[src/rtl/puf_ctrl_pkg.sv]
// Shared definitions for the PUF challenge sequencer.
//   state_t      : sequencer FSM states
//   DEF_*        : default parameter values used by the top level
package puf_ctrl_pkg;

  localparam int unsigned DEF_TOT_CNT_BITS   = 32;
  localparam int unsigned DEF_CHALLENGE_BITS = 4;
  localparam int unsigned DEF_NUM_CH         = 4;
  localparam int unsigned DEF_BITS_PER_CH    = 8;
  localparam int unsigned DEF_TIMEOUT_BITS   = 24;

  typedef enum logic [2:0] {
    IDLE,
    LAUNCH,
    RUN,
    NEXT,
    OUT
  } state_t;

endpackage

[src/rtl/puf_watchdog.sv]
// Down-counting inactivity watchdog.
//   clk, reset : clock, asynchronous active-low reset
//   load       : reload counter to all-ones
//   tick       : count down one step
//   expired    : asserted on the tick that completes 2**WIDTH-1 counted cycles
module puf_watchdog #(
  parameter int unsigned WIDTH = 24
) (
  input  logic clk,
  input  logic reset,
  input  logic load,
  input  logic tick,
  output logic expired
);

  logic [WIDTH-1:0] cnt;

  always_ff @(posedge clk or negedge reset) begin
    if (!reset) begin
      cnt <= '0;
    end else if (load) begin
      cnt <= '1;
    end else if (tick && (cnt != '0)) begin
      cnt <= cnt - WIDTH'(1);
    end
  end

  // The load value is itself the first counted cycle, so expiry fires while
  // the count still reads 1.
  assign expired = tick && (cnt <= WIDTH'(1));

endmodule

[src/rtl/puf_challenge_sequencer.sv]
// Issues a run of consecutive challenges to a counter-based PUF, turns each
// pair of counter responses into one key bit and hands the key to the host.
//   clk, reset          : clock, asynchronous active-low reset
//   req_valid/req_ready : host key request handshake
//   req_first_ch        : first challenge, sampled on request handshake
//   abort               : synchronous cancel, returns to IDLE
//   start_puf, challenge: PUF launch pulse and challenge
//   puf_response, store_response_puf, puf_done : PUF results
//   key_valid/key_ready : key output handshake
//   key_data, key_error : key (first bit in MSB) and error flag
module puf_challenge_sequencer
  import puf_ctrl_pkg::*;
#(
  parameter int unsigned TOT_CNT_BITS   = DEF_TOT_CNT_BITS,
  parameter int unsigned CHALLENGE_BITS = DEF_CHALLENGE_BITS,
  parameter int unsigned NUM_CH         = DEF_NUM_CH,
  parameter int unsigned BITS_PER_CH    = DEF_BITS_PER_CH,
  parameter int unsigned TIMEOUT_BITS   = DEF_TIMEOUT_BITS,
  localparam int unsigned KEY_BITS      = NUM_CH * BITS_PER_CH
) (
  input  logic                      clk,
  input  logic                      reset,
  input  logic                      req_valid,
  output logic                      req_ready,
  input  logic [CHALLENGE_BITS-1:0] req_first_ch,
  input  logic                      abort,
  output logic                      start_puf,
  output logic [CHALLENGE_BITS-1:0] challenge,
  input  logic [TOT_CNT_BITS-1:0]   puf_response,
  input  logic                      store_response_puf,
  input  logic                      puf_done,
  output logic                      key_valid,
  input  logic                      key_ready,
  output logic [KEY_BITS-1:0]       key_data,
  output logic                      key_error
);

  localparam int unsigned BC_W = $clog2(BITS_PER_CH + 1);
  localparam int unsigned CC_W = (NUM_CH > 1) ? $clog2(NUM_CH) : 1;

  state_t                    state, state_n;
  logic [CHALLENGE_BITS-1:0] cur_ch, cur_ch_n;
  logic [KEY_BITS-1:0]       key, key_n;
  logic                      error, error_n;
  logic [CC_W-1:0]           ch_cnt, ch_cnt_n;
  logic [BC_W-1:0]           bit_cnt, bit_cnt_n;
  logic                      phase, phase_n;
  logic [TOT_CNT_BITS-1:0]   a_reg, a_reg_n;
  logic                      wd_load, wd_tick, wd_expired;

  puf_watchdog #(
    .WIDTH (TIMEOUT_BITS)
  ) u_watchdog (
    .clk     (clk),
    .reset   (reset),
    .load    (wd_load),
    .tick    (wd_tick),
    .expired (wd_expired)
  );

  always_ff @(posedge clk or negedge reset) begin
    if (!reset) begin
      state   <= IDLE;
      cur_ch  <= '0;
      key     <= '0;
      error   <= 1'b0;
      ch_cnt  <= '0;
      bit_cnt <= '0;
      phase   <= 1'b0;
      a_reg   <= '0;
    end else begin
      state   <= state_n;
      cur_ch  <= cur_ch_n;
      key     <= key_n;
      error   <= error_n;
      ch_cnt  <= ch_cnt_n;
      bit_cnt <= bit_cnt_n;
      phase   <= phase_n;
      a_reg   <= a_reg_n;
    end
  end

  always_comb begin
    state_n   = state;
    cur_ch_n  = cur_ch;
    key_n     = key;
    error_n   = error;
    ch_cnt_n  = ch_cnt;
    bit_cnt_n = bit_cnt;
    phase_n   = phase;
    a_reg_n   = a_reg;
    wd_load   = 1'b0;

    if (abort) begin
      state_n = IDLE;
    end else begin
      case (state)
        IDLE: begin
          if (req_valid) begin
            cur_ch_n  = req_first_ch;
            key_n     = '0;
            error_n   = 1'b0;
            ch_cnt_n  = '0;
            bit_cnt_n = '0;
            phase_n   = 1'b0;
            state_n   = LAUNCH;
          end
        end
        LAUNCH: begin
          wd_load = 1'b1;
          state_n = RUN;
        end
        RUN: begin
          // Store is applied to the *_n copies first so that a coincident
          // done pulse judges completeness on the updated counts.
          if (store_response_puf) begin
            wd_load = 1'b1;
            if (bit_cnt == BC_W'(BITS_PER_CH)) begin
              error_n = 1'b1;
            end else if (!phase) begin
              a_reg_n = puf_response;
              phase_n = 1'b1;
            end else begin
              key_n     = key << 1;
              key_n[0]  = (a_reg > puf_response);
              bit_cnt_n = bit_cnt + BC_W'(1);
              phase_n   = 1'b0;
            end
          end
          if (puf_done) begin
            wd_load = 1'b1;
            if ((bit_cnt_n != BC_W'(BITS_PER_CH)) || phase_n) begin
              error_n = 1'b1;
              state_n = OUT;
            end else if (ch_cnt == CC_W'(NUM_CH - 1)) begin
              state_n = OUT;
            end else begin
              state_n = NEXT;
            end
          end else if (!store_response_puf && wd_expired) begin
            error_n = 1'b1;
            state_n = OUT;
          end
        end
        NEXT: begin
          cur_ch_n  = cur_ch + CHALLENGE_BITS'(1);
          ch_cnt_n  = ch_cnt + CC_W'(1);
          bit_cnt_n = '0;
          phase_n   = 1'b0;
          state_n   = LAUNCH;
        end
        OUT: begin
          if (key_ready) begin
            state_n = IDLE;
          end
        end
        default: state_n = IDLE;
      endcase
    end
  end

  assign wd_tick   = (state == RUN);
  assign req_ready = (state == IDLE);
  assign start_puf = (state == LAUNCH) && !abort;
  assign challenge = cur_ch;
  assign key_valid = (state == OUT);
  assign key_data  = key;
  assign key_error = error && (state == OUT);

endmodule

[config.mk]
export PLATFORM = sky130hd
export DESIGN_NAME = puf_challenge_sequencer
export DESIGN_NICKNAME = d
export VERILOG_FILES = /design/src/rtl/puf_ctrl_pkg.sv /design/src/rtl/puf_watchdog.sv /design/src/rtl/puf_challenge_sequencer.sv
export SDC_FILE = /design/constraint.sdc
export NUM_CORES = 1
export LEC_CHECK = 0
export ABC_AREA = 1
export BUFFER_PORTS_ARGS = -buffer_cell sky130_fd_sc_hd__buf_2
export CORE_AREA = 8 8 131 133
export CTS_BUF_LIST = sky130_fd_sc_hd__clkbuf_16
export DETAILED_ROUTE_END_ITERATION = 16
export DIE_AREA = 0 0 139 141
export SYNTH_ARGS = -nofsm -noshare
export SYNTH_HDL_FRONTEND = slang
export SYNTH_SLANG_ARGS = --single-unit
[constraint.sdc]
create_clock -name clk -period 2.5 [get_ports clk]
set_input_delay 0.125 -clock clk [delete_from_list [all_inputs] [get_ports clk]]
set_output_delay 0.125 -clock clk [all_outputs]
set_load 0.02 [all_outputs]
# [Word-level counts from Yosys, hierarchy flattened]
# Index checks and enable logic that the tools add are counted.
# Widths: inputs -> output; s select.
[op_classes] n_shift=0 n_reduce_logical=20 n_div=0 order_cmp=2 add_sub_neg=4 multipliers=0 bitwise_logic=3 n_eq_ne=14 n_mux=43
[op_table] cell="$mux 32" count=4
[op_table] cell="$pmux 32 s2" count=1
[op_table] cell="$mux 24" count=2
[op_table] cell="$gt 32x32->1" count=1
[op_table] cell="$mux 4" count=7
[op_table] cell="$le 24x1->1 const B" count=1
[op_table] cell="$reduce_bool 24->1" count=1
[op_table] cell="$sub 24x1->24 const B" count=1
[op_table] cell="$mux 3" count=7
[op_table] cell="$pmux 3 s5" count=1
[op_table] cell="$mux 1" count=14
[op_table] cell="$pmux 4 s3" count=1
[op_table] cell="$reduce_and 3->1" count=4
[op_table] cell="$add 4x1->4 const B" count=2
[op_table] cell="$ne 2x2->1 const B" count=4
[op_table] cell="$ne 4x4->1 const B" count=2
[op_table] cell="$pmux 4 s2" count=1
[op_table] cell="$eq 3x2->1 const B" count=2
[op_table] cell="$ne 3x2->1 const B" count=2
[op_table] cell="$reduce_and 6->1" count=1
[op_table] cell="$reduce_bool 2->1" count=3
[op_table] cell="$logic_and 1x1->1" count=5
[op_table] cell="$reduce_and 5->1" count=1
[op_table] cell="$eq 4x4->1 const B" count=1
[op_table] cell="13 further kinds" count=17
[totals] latch_bits=0 mem_bits_ro=0 mem_bits_rw=0 mem_count=0 regBits=103

# [Longest topological paths before layout]
[depth] depth_word=12 ltp_mapped=14

# [By module]
# A second synthesis with hierarchy kept.
[unflattened] hier_cells=754 area_unflattened_um2=6194.7
[by_module_without_submodules] mod="puf_challenge_sequencer" n_inst=1 area_per_inst_um2=4369.2 cells_per_inst=490
[by_module_without_submodules] mod="puf_watchdog" n_inst=1 area_per_inst_um2=1825.5 cells_per_inst=264

# [Worst setup path before layout]
# OpenSTA, ideal clock, no wires.
[synth_path] path_kind="reg-to-reg" from="register bit_cnt[0]" to="register error" required_ps=2384 stages_incl_launch_ff=14 path_slack_ps=745 path_buffers=0 arrival_time_ps=1639 cell_sequence="dfrtp_1 -> inv_1 -> ha_1 -> nand3_2 -> ha_1 -> nand2_1 -> o21ai_0 -> nand3_1 -> nor2_1 -> nand2_1 -> nand2_1 -> nand2_1 -> nand2_1 -> nand2_1"
[synth_via] elab_chain_len=11 elab_cells_between_ends=19
[synth_lines] item="start: declaration" line="puf_challenge_sequencer.sv:46" rtl="logic [BC_W-1:0] bit_cnt, bit_cnt_n;"
[synth_lines] item="start signal: assignment" line="puf_challenge_sequencer.sv:77" rtl="bit_cnt <= bit_cnt_n;"
[synth_lines] item="$add 4x1->4" line="puf_challenge_sequencer.sv:126" rtl="bit_cnt_n = bit_cnt + BC_W'(1);"
[synth_lines] item="$mux 4" line="puf_challenge_sequencer.sv:120" rtl="end else if (!phase) begin"
[synth_lines] item="$mux 4" line="puf_challenge_sequencer.sv:118" rtl="if (bit_cnt == BC_W'(BITS_PER_CH)) begin"
[synth_lines] item="$mux 4" line="puf_challenge_sequencer.sv:116" rtl="if (store_response_puf) begin"
[synth_lines] item="$mux 4" line="puf_challenge_sequencer.sv:97" rtl="case (state)"
[synth_lines] item="$mux 4" line="puf_challenge_sequencer.sv:94" rtl="if (abort) begin"
[synth_lines] item="$ne 4x4->1" line="puf_challenge_sequencer.sv:132" rtl="if ((bit_cnt_n != BC_W'(BITS_PER_CH)) || phase_n) begin"
[synth_lines] item="$logic_or 1x1->1" line="puf_challenge_sequencer.sv:132"
[synth_lines] item="$mux 1" line="puf_challenge_sequencer.sv:132"
[synth_lines] item="$mux 1 *" line="puf_challenge_sequencer.sv:130" rtl="if (puf_done) begin"
[synth_lines] item="$pmux 1 s2 *" line="puf_challenge_sequencer.sv:97"
[synth_lines] item="end signal: assignment" line="puf_challenge_sequencer.sv:75" rtl="error <= error_n;"
[synth_lines] item="end: declaration" line="puf_challenge_sequencer.sv:44" rtl="logic error, error_n;"
# Every way passes the cells marked *; elsewhere a longest branch is shown, timed or not. The select of a mux whose other input is x is not followed.
# A chain may end at the register's enable or synchronous reset.

# [Worst setup path after layout]
[layout_path] from="register u_watchdog.cnt[0]" to="register u_watchdog.cnt[7]"
[layout_via] elab_chain_len=3 elab_cells_between_ends=6
[layout_lines] item="start: declaration" line="puf_watchdog.sv:16" rtl="logic [WIDTH-1:0] cnt;"
[layout_lines] item="start signal: assignment" line="puf_watchdog.sv:24" rtl="cnt <= cnt - WIDTH'(1);"
[layout_lines] item="$sub 24x1->24 or $reduce_bool 24->1 (tied branches)" line="puf_watchdog.sv:24, puf_watchdog.sv:23"
[layout_lines] item="$mux 24 or $logic_and 1x1->1 (tied branches)" line="puf_watchdog.sv:23" rtl="end else if (tick && (cnt != '0)) begin"
[layout_lines] item="$mux 24 or $reduce_bool 2->1 (tied branches)"
# Several ways; a longest one is shown, not always the timed one. The select of a mux whose other input is x is not followed.

==> flow_metrics.py <==
metrics = {
    "run_status": {
        "outcome": "finished clean",
    },
    "timing": {
        "worst_slew_pin_slew_ns": 0.6261,
        "timing.final.crit_share_pct": 84.94,
        "min_period_ns": 2.123,
        "slew_headroom_pct": 58.26,
        "fmax_ghz": 0.4709,
        "fin_skew_ns": 0.009085,
        "slew_violations": 0,
        "rsz0062_at_grt": "false",
        "finalWorstSetupSlack_ns": 0.3765,
        "finalHoldViolations": 0,
        "setup_viol": 0,
        "tns_ns": 0,
    },
    "cts": {
        "cts_tree": "yes",
        "post_cts_buffers": 0,
        "cts_max_level": 3,
        "numCtsBuffers": 9,
        "root_buffer": "clkbuf_16",
        "cts_num_sinks": 103,
        "clkLatencyLatePin_ns": 0.35,
        "clk_pin_slew_ns": 0.07,
        "cts_buffer_depth": 2,
    },
    "floorplan": {
        "die_y_um": 141,
        "dieWidth_um": 139,
        "fp.dieArea_um2": 19600,
        "initial_core_util_pct": 38.67,
        "rows": 45,
        "core-area_um2": 14980,
        "ios": 83,
    },
    "routing": {
        "wl_mm": 12.80,
        "antenna_left": 0,
        "drtPass1Iterations": 6,
        "via_count": 4663,
        "vias_per_cell": 4.763,
        "drt_iter0_markers": 233,
        "drc": 0,
        "wire_per_inst_um": 13.07,
    },
    "synth": {
        "synth_area_um2": 5792,
        "ys_types": 40,
        "synth_edf_count": 0,
        "synth_top_area_share_pct": 44.50,
        "synth_area_leaders": "dfrtp_1 (45%), nand2_1 (11%), ha_1 (8.4%)",
        "yosys_warnings": 0,
        "syn-instance-count": 706,
        "synth_fp_nets": 788,
        "ys.flop_type": "dfrtp_1",
        "yosysTopAreaCell": "dfrtp_1",
        "async_flop_share_pct": 100.0,
        "ys_ff_latch": 103,
        "yosysSeqAreaShare_pct": 44.50,
        "avgSynthCellArea_um2": 8.204,
    },
    "setup_path": {
        "worstPathRequired_ns": 2.76,
        "critPathBufInv": 3,
        "crit_chain": "inv_1 -> ha_1 -> inv_1 -> nor2_4 -> nand2_2 -> o21ai_4 -> nand2_4 -> inv_2 -> nand2_1 -> o211ai_1",
        "worst-path-max-fanout": 31,
        "crit_type": "flip-flop to flip-flop",
        "arrival_ns": 2.38,
        "endpoint_kind": "flip-flop",
        "start_kind": "flip-flop",
        "cp_top_family": "simple AND/OR/NAND/NOR gates",
        "crit_top_cell": "inv_1",
        "slowest_delay_ns": 0.40,
        "cp_slowest_cell": "dfrtp_1",
    },
    "power": {
        "p_seq_share_pct": 41.9,
        "p_sw_share_pct": 39.55,
        "peakVddDrop_uv": 395.5,
        "power_frac_clock_pct": 21.8,
        "power_density_nw_per_um2": 900.2,
        "p_sw_w": 0.002355,
        "p_comb_share_pct": 36.4,
        "leakage_nw": 3.408,
        "intPower_w": 0.003599,
    },
    "global_routing": {
        "grt_max_degree": 65,
        "grt_pass1_vias": 4558,
        "antenna_found_initial": 0,
        "grt_pass1_wl_mm": 21.78,
        "grt-ovfl-total": 0,
        "grt_use_total_pct": 13.43,
    },
    "final_layout": {
        "final_cell_mix": "nand2_1 (164), dfrtp_1 (103), inv_1 (96)",
        "layout_commonest_cell": "nand2_1",
        "drive_gt1_share_pct": 16.94,
        "diodes": 0,
        "syn2layout_area_growth_pct": 14.19,
        "nets": 869,
    },
    "flow_run": {
        "maxCapViolCount": 0,
    },
    "place": {
        "port_buffers": 82,
        "routabilityCongestion": 0.8741,
        "dp_slack_ns": 0.3764,
        "hpwlAfterDp_mm": 9.610,
    },
    "hold_path": {
        "holdCritPathClass": "input pin to flip-flop",
    },
}
==> power by group through the flow <==
stage	clock, W	combinational [W]	sequential, W
CTS	0.00135	0.00221	0.00249
floorplan	0	0.00175	0.00247
finish	0.00130	0.00217	0.00249
global placement	0	0.00217	0.00251
global route	0.00141	0.00253	0.00256
detailed placement	0	0.00221	0.00251
==> path summary, 6_finish.rpt <==
kind / startpoint / end / slack [ns] / cells after the start
hold reg to reg: error / error / 0.48 / 2
min in group asynchronous: reset / u_watchdog.cnt[12] / 0.33 / 2
setup / recovery: u_watchdog.cnt[0] / u_watchdog.cnt[7] / 0.38 / 10
setup reg to reg: u_watchdog.cnt[0] / u_watchdog.cnt[7] / 0.38 / 10
max in group asynchronous: reset / key_data[1] / 1.40 / 3
hold / removal: puf_response[14] / a_reg[14] / 0.04 / 3
==> tightest hold or removal path: stages <==
cell and delay, ns:
buf_2 0.10, inv_1 0.06, o21ai_1 0.06
==> final cells by class <==
| type | count | area [um^2] |
|---|---|---|
| flip-flops and latches | 103 | 2577 |
| well taps | 188 | 235.2 |
| clock buffers | 9 | 225.2 |
| multi-input cells | 482 | 2689 |
| repair buffers | 87 | 452.9 |
| clock inverters | 6 | 37.54 |
| fillers | 1532 | 8363 |
| inverters | 104 | 396.6 |
==> cell families (layout without fill, tap and decap cells) <==
group | count (synthesis) | after routing | share of synthesized area [%]
simple gates | 300 | 300 | 22.99
compound gates | 127 | 127 | 12.57
buf+inv | 121 | 206 | 9.073
flops | 103 | 103 | 44.50
fa+ha+maj | 39 | 39 | 8.425
xor+xnor | 15 | 15 | 2.268
mux | 1 | 1 | 0.1728
==> cells in the mapped netlist, types with 3 or more instances <==
library cell and instances:
inv_2 7, dfrtp_1 103, o21ai_1 22, nand3_1 35, nor2_4 4, nand2_1 164, inv_1 95, nor2_2 7
o22ai_1 24, buf_6 7, o21ai_0 47, xnor2_1 8, a32o_1 3, o21a_1 3, ha_1 39, buf_2 6
a21oi_1 20, xor2_1 7, nand2_2 7, nor2_1 61, nand3b_1 5, nand4_1 8
==> routing by layer <==
metal | track usage (%) | vias to the layer above | part of all wire (%)
met4 | 3.640 | 0 | 1.1
met1 | 17.06 | 2123 | 49
met5 | 0 | - | 0
met2 | 21.97 | 69 | 46
li1 | - | 2458 | -
met3 | 3.781 | 13 | 3.9
==> metrics by stage <==
step	cells	hold slack, ns	power [W]	cell area, um^2	utilization (%)
6_report	979	0.03836	0.005954	6614	44.16
5_1_grt	979	0.04626	0.006506	6614	44.16
4_1_cts	979	0.01994	0.006049	6614	44.16
3_5_place_dp	963	0.1924	0.004718	6341	42.34
3_3_place_gp	963	0.1843	0.004686	6341	42.34
2_1_floorplan	706	-0.1706	0.004224	5792	-
==> timing repair <==
| item | 4_1_cts | 5_1_grt |
|---|---|---|
| hold endpoints to repair | 43 | 0 |
| hold buffers | 1 | 0 |
| gates resized for setup | 0 | 0 |
Note: power is estimated with default switching activity, not from simulation.
